==> src/rtl/ttest_0905_pkg.sv <==
// Shared types and widths for the 4-literal clause evaluator.
// Literal count, true-count width, literal index type and count/index bundle.
package ttest_0905_pkg;

  localparam int LIT_N  = 4;
  localparam int TCNT_W = 3;

  typedef logic [1:0]        lit_idx_t;
  typedef logic [TCNT_W-1:0] tcnt_t;

  typedef struct packed {
    tcnt_t    cnt;
    lit_idx_t idx;
  } lit_sum_t;

endpackage

==> src/rtl/ttest_0905_popcnt4.sv <==
// 4-bit popcount plus lowest-true-literal index (a=bit0 wins).
// Ports: lits[3:0] in; sum.cnt (0..4), sum.idx (0 when none true) out.
module ttest_0905_popcnt4
  import ttest_0905_pkg::*;
(
  input  logic [LIT_N-1:0] lits,
  output lit_sum_t         sum
);

  // Adder form keeps X on any literal visible on the count.
  always_comb begin
    sum.cnt = tcnt_t'(lits[0])
            + tcnt_t'(lits[1])
            + tcnt_t'(lits[2])
            + tcnt_t'(lits[3]);
  end

  // Ternary chain gives a > b > c > d priority; no match -> 0.
  always_comb begin
    sum.idx = lits[0] ? lit_idx_t'(0) :
              lits[1] ? lit_idx_t'(1) :
              lits[2] ? lit_idx_t'(2) :
              lits[3] ? lit_idx_t'(3) :
                        lit_idx_t'(0);
  end

endmodule

==> src/rtl/ttest_0905.sv <==
// 4-literal clause evaluator for BCP: combinational status flags plus an
// optional conflict-edge counter (enabled by macro TTEST0905_STATS_EN).
// Ports: clock, reset (sync, active-high); a..d literal values in;
// e, true_cnt, single_true, conflict, first_idx combinational out;
// conflict_cnt registered saturating count of conflict rising edges.
module ttest_0905
  import ttest_0905_pkg::*;
#(
  parameter int CNT_W = 8
) (
  input  logic             clock,
  input  logic             reset,
  input  logic             a,
  input  logic             b,
  input  logic             c,
  input  logic             d,
  output logic             e,
  output tcnt_t            true_cnt,
  output logic             single_true,
  output logic             conflict,
  output lit_idx_t         first_idx,
  output logic [CNT_W-1:0] conflict_cnt
);

  logic [LIT_N-1:0] lits;
  lit_sum_t         sum;

  assign lits = {d, c, b, a};

  ttest_0905_popcnt4 u_popcnt (
    .lits (lits),
    .sum  (sum)
  );

  assign e           = |lits;
  assign conflict    = ~e;
  assign true_cnt    = sum.cnt;
  assign single_true = (sum.cnt == tcnt_t'(1));
  assign first_idx   = sum.idx;

`ifdef TTEST0905_STATS_EN

  logic conflict_q;

  // Counts 0->1 transitions of conflict; a held conflict counts once.
  always_ff @(posedge clock) begin
    if (reset) begin
      conflict_q   <= 1'b0;
      conflict_cnt <= '0;
    end else begin
      conflict_q <= conflict;
      if (conflict && !conflict_q && (conflict_cnt != '1))
        conflict_cnt <= conflict_cnt + 1'b1;
    end
  end

`else

  assign conflict_cnt = '0;

  logic unused_clk_rst;
  assign unused_clk_rst = ^{clock, reset};

`endif

endmodule

==> config.mk <==
export PLATFORM = sky130hd
export DESIGN_NAME = ttest_0905
export DESIGN_NICKNAME = d
export VERILOG_FILES = /design/src/rtl/ttest_0905_pkg.sv /design/src/rtl/ttest_0905_popcnt4.sv /design/src/rtl/ttest_0905.sv
export SDC_FILE = /design/constraint.sdc
export NUM_CORES = 1
export LEC_CHECK = 0
export CELL_PAD_IN_SITES_DETAIL_PLACEMENT = 1
export CELL_PAD_IN_SITES_GLOBAL_PLACEMENT = 1
export CORE_AREA = 2 2 39 41
export DETAILED_ROUTE_END_ITERATION = 8
export DIE_AREA = 0 0 41 43
export GPL_ROUTABILITY_DRIVEN = 0
export GPL_TIMING_DRIVEN = 0
export PLACE_DENSITY_LB_ADDON = 0.15
export SYNTH_ARGS = -nofsm -noshare
export SYNTH_HDL_FRONTEND = slang
export SYNTH_SLANG_ARGS = --single-unit
==> constraint.sdc <==
create_clock -name vclk -period 5.4
set_input_delay 1.62 -clock vclk [all_inputs]
set_output_delay 1.62 -clock vclk [all_outputs]
set_load 0.01 [all_outputs]
After elaboration in Yosys (flattened, before gate mapping)
Index checks and enable logic that the tools add are counted.

cells by class
  add/sub/neg operators = 3
  muxes and demuxes = 4
  bitwise logic cells = 1
  reduce and logical (&&, ||, !) cells = 1
  equal/unequal tests = 1

operator list
  operator              count
  $mux W2               4
  $add A3 B1 Y3         2
  $reduce_or A4 Y1      1
  $eq A3 B1 Y1 const B  1
  $add A1 B1 Y2         1
  $not A1 Y1            1

storage, ports and cells
  bits in registers = 0

Logic depth before layout (Yosys ltp)
  depth after elaboration = 4
  mapped depth = 5

Modules after synthesis
A second synthesis with hierarchy kept.

second synthesis, totals
  cells, all modules = 24
  area total of the unflattened synthesis = 172.7 sq um

by module, submodules not included
  module              seq. area each (sq um)  times used  area an instance (sq um)  cells each
  ttest_0905_popcnt4  0.0                     1           87.6                      12
  ttest_0905          0.0                     1           85.1                      12

Least setup slack after synthesis
OpenSTA, ideal clock, no wires.

  path kind = input port to output port
  start = input b
  end = output single_true
  data required time = 3780 ps
  setup slack = 804 ps
  buffers on the path = 0
  arrival = 2976 ps
  cell stages on the path = 5
  path through = inv_1 ha_1 fa_1 ha_1 nor3b_1

between the ends
  cells in the longest elaborated chain, start to end = 4

ends and longest elaborated chain
  item                   line                      source
  start, declared        ttest_0905.sv:14          input logic b,
  $add A1 B1 Y2          ttest_0905_popcnt4.sv:13  + tcnt_t'(lits[1])
  $add A3 B1 Y3          ttest_0905_popcnt4.sv:14  + tcnt_t'(lits[2])
  $add A3 B1 Y3          ttest_0905_popcnt4.sv:15  + tcnt_t'(lits[3]);
  named net true_cnt[1]  ttest_0905.sv:18          output tcnt_t true_cnt,
  $eq A3 B1 Y1           ttest_0905.sv:38          assign single_true = (sum.cnt == tcnt_t'(1));
  end, declared          ttest_0905.sv:19          output logic single_true,

The timed path passes the listed nets, and every way through them passes these cells.

Worst setup path in the final report
  start = input b
  end = output single_true

between the ends
  cells in the longest elaborated chain, start to end = 4

ends and longest elaborated chain
  item           line
  $add A1 B1 Y2  ttest_0905_popcnt4.sv:13
  $add A3 B1 Y3  ttest_0905_popcnt4.sv:14
  $add A3 B1 Y3  ttest_0905_popcnt4.sv:15
  $eq A3 B1 Y1   ttest_0905.sv:38

No other way between the ends.

==> results.md <==
- Worst vdd ir: 0.0000309 V
- Max capacitance violation total: 0
- Final hold violations: 0
- Via count: ~180
- Hold_buf cts: 0
- Global-route wire length before repair: 579 µm
- Largest net degree at the start of global routing: 5
- Leak: between 0.15 and 0.2 nW
- Clock power share: 0%
- Mapped Area: 173 µm²
- Initial antenna violation count: 0
- Post-route ant nets: 0
- PortBufs: 12
- Post-layout util: between 20% and 30%
- Initial Util: 12.5%
- FF/Latch Area: 0 µm²
- DRT Pass-1 Iters: 1
- DIE HEIGHT: about 43 µm
- Gr ovfl total: 0
- # diodes: 0
- Initial DRC count: 0
- WP data arrival: around 3.7 ns
- Reported net switching power: 0.0000138 W
- Logic pwr share: 100.0%
- Run status: completed
- Fmax achieved: 0.190 GHz
- Post-Syn Area per Cell: about 7.8 µm²
- Switching Share: around 43%
- Clock buffer cells: 0
- Setup crit start kind: input port
- Final-report max-slew violation count: 0
- Via density: just over 3
- Pint: 0.0000181 W
- Design Area, Final: between 300 and 400 µm²
- Routed WL: ~400 µm
- Commonest non-fill, non-tap cell in the layout: clkdlybuf4s50_1
- Sequential Power Share: 0%
- Syn-to-layout area delta: 96.4%
- Syn Inst Count: 22
- P per Cell Area: 94.1 mW/mm²
- Die Width: 41 µm
- Most frequent cells in the layout: 9 x clkdlybuf4s50_1, 8 x buf_4, 8 x conb_1, 3 x ha_1
- Layout cells sized above 1: 24.4%
- Yosys warnings: 0
- Hold Path Class: input port to output port
- Tcrit/Tclk final: 97.5%
- Tmin final: 5.27 ns
- Area post-placement: 339 µm²
- Core Box Area: 0.00138 mm²
- # IOs: 22
- Nets: 53
- Setup CP Type: input port to output port
- Register area share after synthesis: 0%
- FF+latch count: 0
- RSZ-0062 raised after global routing: false
- Avg WL per Cell: roughly 7.1 µm
- Total Die Area: ~0.0018 mm²
- # rows: 14
- Vias in the first global route: 135
- Remaining DRCs: 0
- Library cells used by synthesis: 12
- GR Util All Layers: 4.30%
- Final setup fails: 0
- Worst EP required: 3.78 ns
- Worst Path Max Fanout: 3
- Critical path endpoint category: output port
- Detailed placer's ending HPWL: 376 µm
-- cell families (layout without fill, tap and decap cells) --
group                      count (synthesis)  in the layout  synth area share, %
buffers and inverters                     10             22                 39.1
and+or+nand+nor                            6              6                 20.3
adders and majority gates                  4              4                 33.3
other                                      1              8                 2.17
AOI/OAI and AO/OA                          1              1                 5.07
-- Yosys cell counts, drive strengths merged --
cell type	instances	share of area, %
nand2b	1	3.6
buf	8	35
conb	1	2.2
nor3b	1	4.3
nor3	1	2.9
nand2	1	2.2
and2	1	3.6
fa	1	12
ha	3	22
inv	2	4.3
a21oi	1	5.1
nor2	1	3.6
-- through the flow --
| step | TNS, ns | setup slack, ns | instances | hold slack [ns] | power, W |
|---|---|---|---|---|---|
| after global routing | 0 | 0.00584 | 57 | 4.07 | 0.0000352 |
| final | 0 | 0.134 | 57 | 4.01 | 0.0000319 |
| after CTS | 0 | 0.0507 | 57 | 4.05 | 0.0000324 |
| after global placement | -0.158 | -0.158 | 57 | 4.28 | 0.0000327 |
| after floorplan | 0 | 0.804 | 29 | 3.27 | 0.0000174 |
| after detailed placement | -0.234 | -0.233 | 57 | 4.29 | 0.0000332 |
-- worst paths after layout --
path | startpoint | to | slack (ns) | cells past startpoint
worst max-delay path | b | single_true | 0.13 | 7
worst min-delay path | a | true_cnt[1] | 4.01 | 4
-- what timing repair did --
action	in CTS	in global routing
setup buffers	0	0
cloned	0	0
setup endpoints to repair	2	2
resized for setup	2	1
-- per-layer routing --
| metal | vias to the layer above | track usage [%] | routed length (µm) |
|---|---|---|---|
| met5 | - | 0 | 0 |
| met4 | 0 | 0 | 0 |
| met3 | 0 | 0.524 | 44 |
| met2 | 9 | 7.19 | 195 |
| met1 | 78 | 6.03 | 165 |
| li1 | 90 | - | - |
-- critical path: stages --
cell and delay [ns]:
clkdlybuf4s50_1 0.51, inv_1 0.08, ha_1 0.30, fa_1 0.37
ha_1 0.30, nor3b_1 0.18, dlygate4sd2_1 0.29
-- final cells by class --
cell class	count	area (µm²)
buffer	8	60.1
fill	166	1040
inverter	2	7.51
multi-input combinational	19	131
tap	16	20.0
timing repair buffer	12	120
-- power groups by stage --
| stage | clock [W] | sequential [W] | combinational (W) |
|---|---|---|---|
| 6_report | 0 | 0 | 0.0000319 |
| 3_5_place_dp | 0 | 0 | 0.0000332 |
| 4_1_cts | 0 | 0 | 0.0000324 |
| 5_1_grt | 0 | 0 | 0.0000352 |
| 3_3_place_gp | 0 | 0 | 0.0000327 |
| 2_1_floorplan | 0 | 0 | 0.0000174 |
No activity file was read; power rests on OpenSTA's default activity.
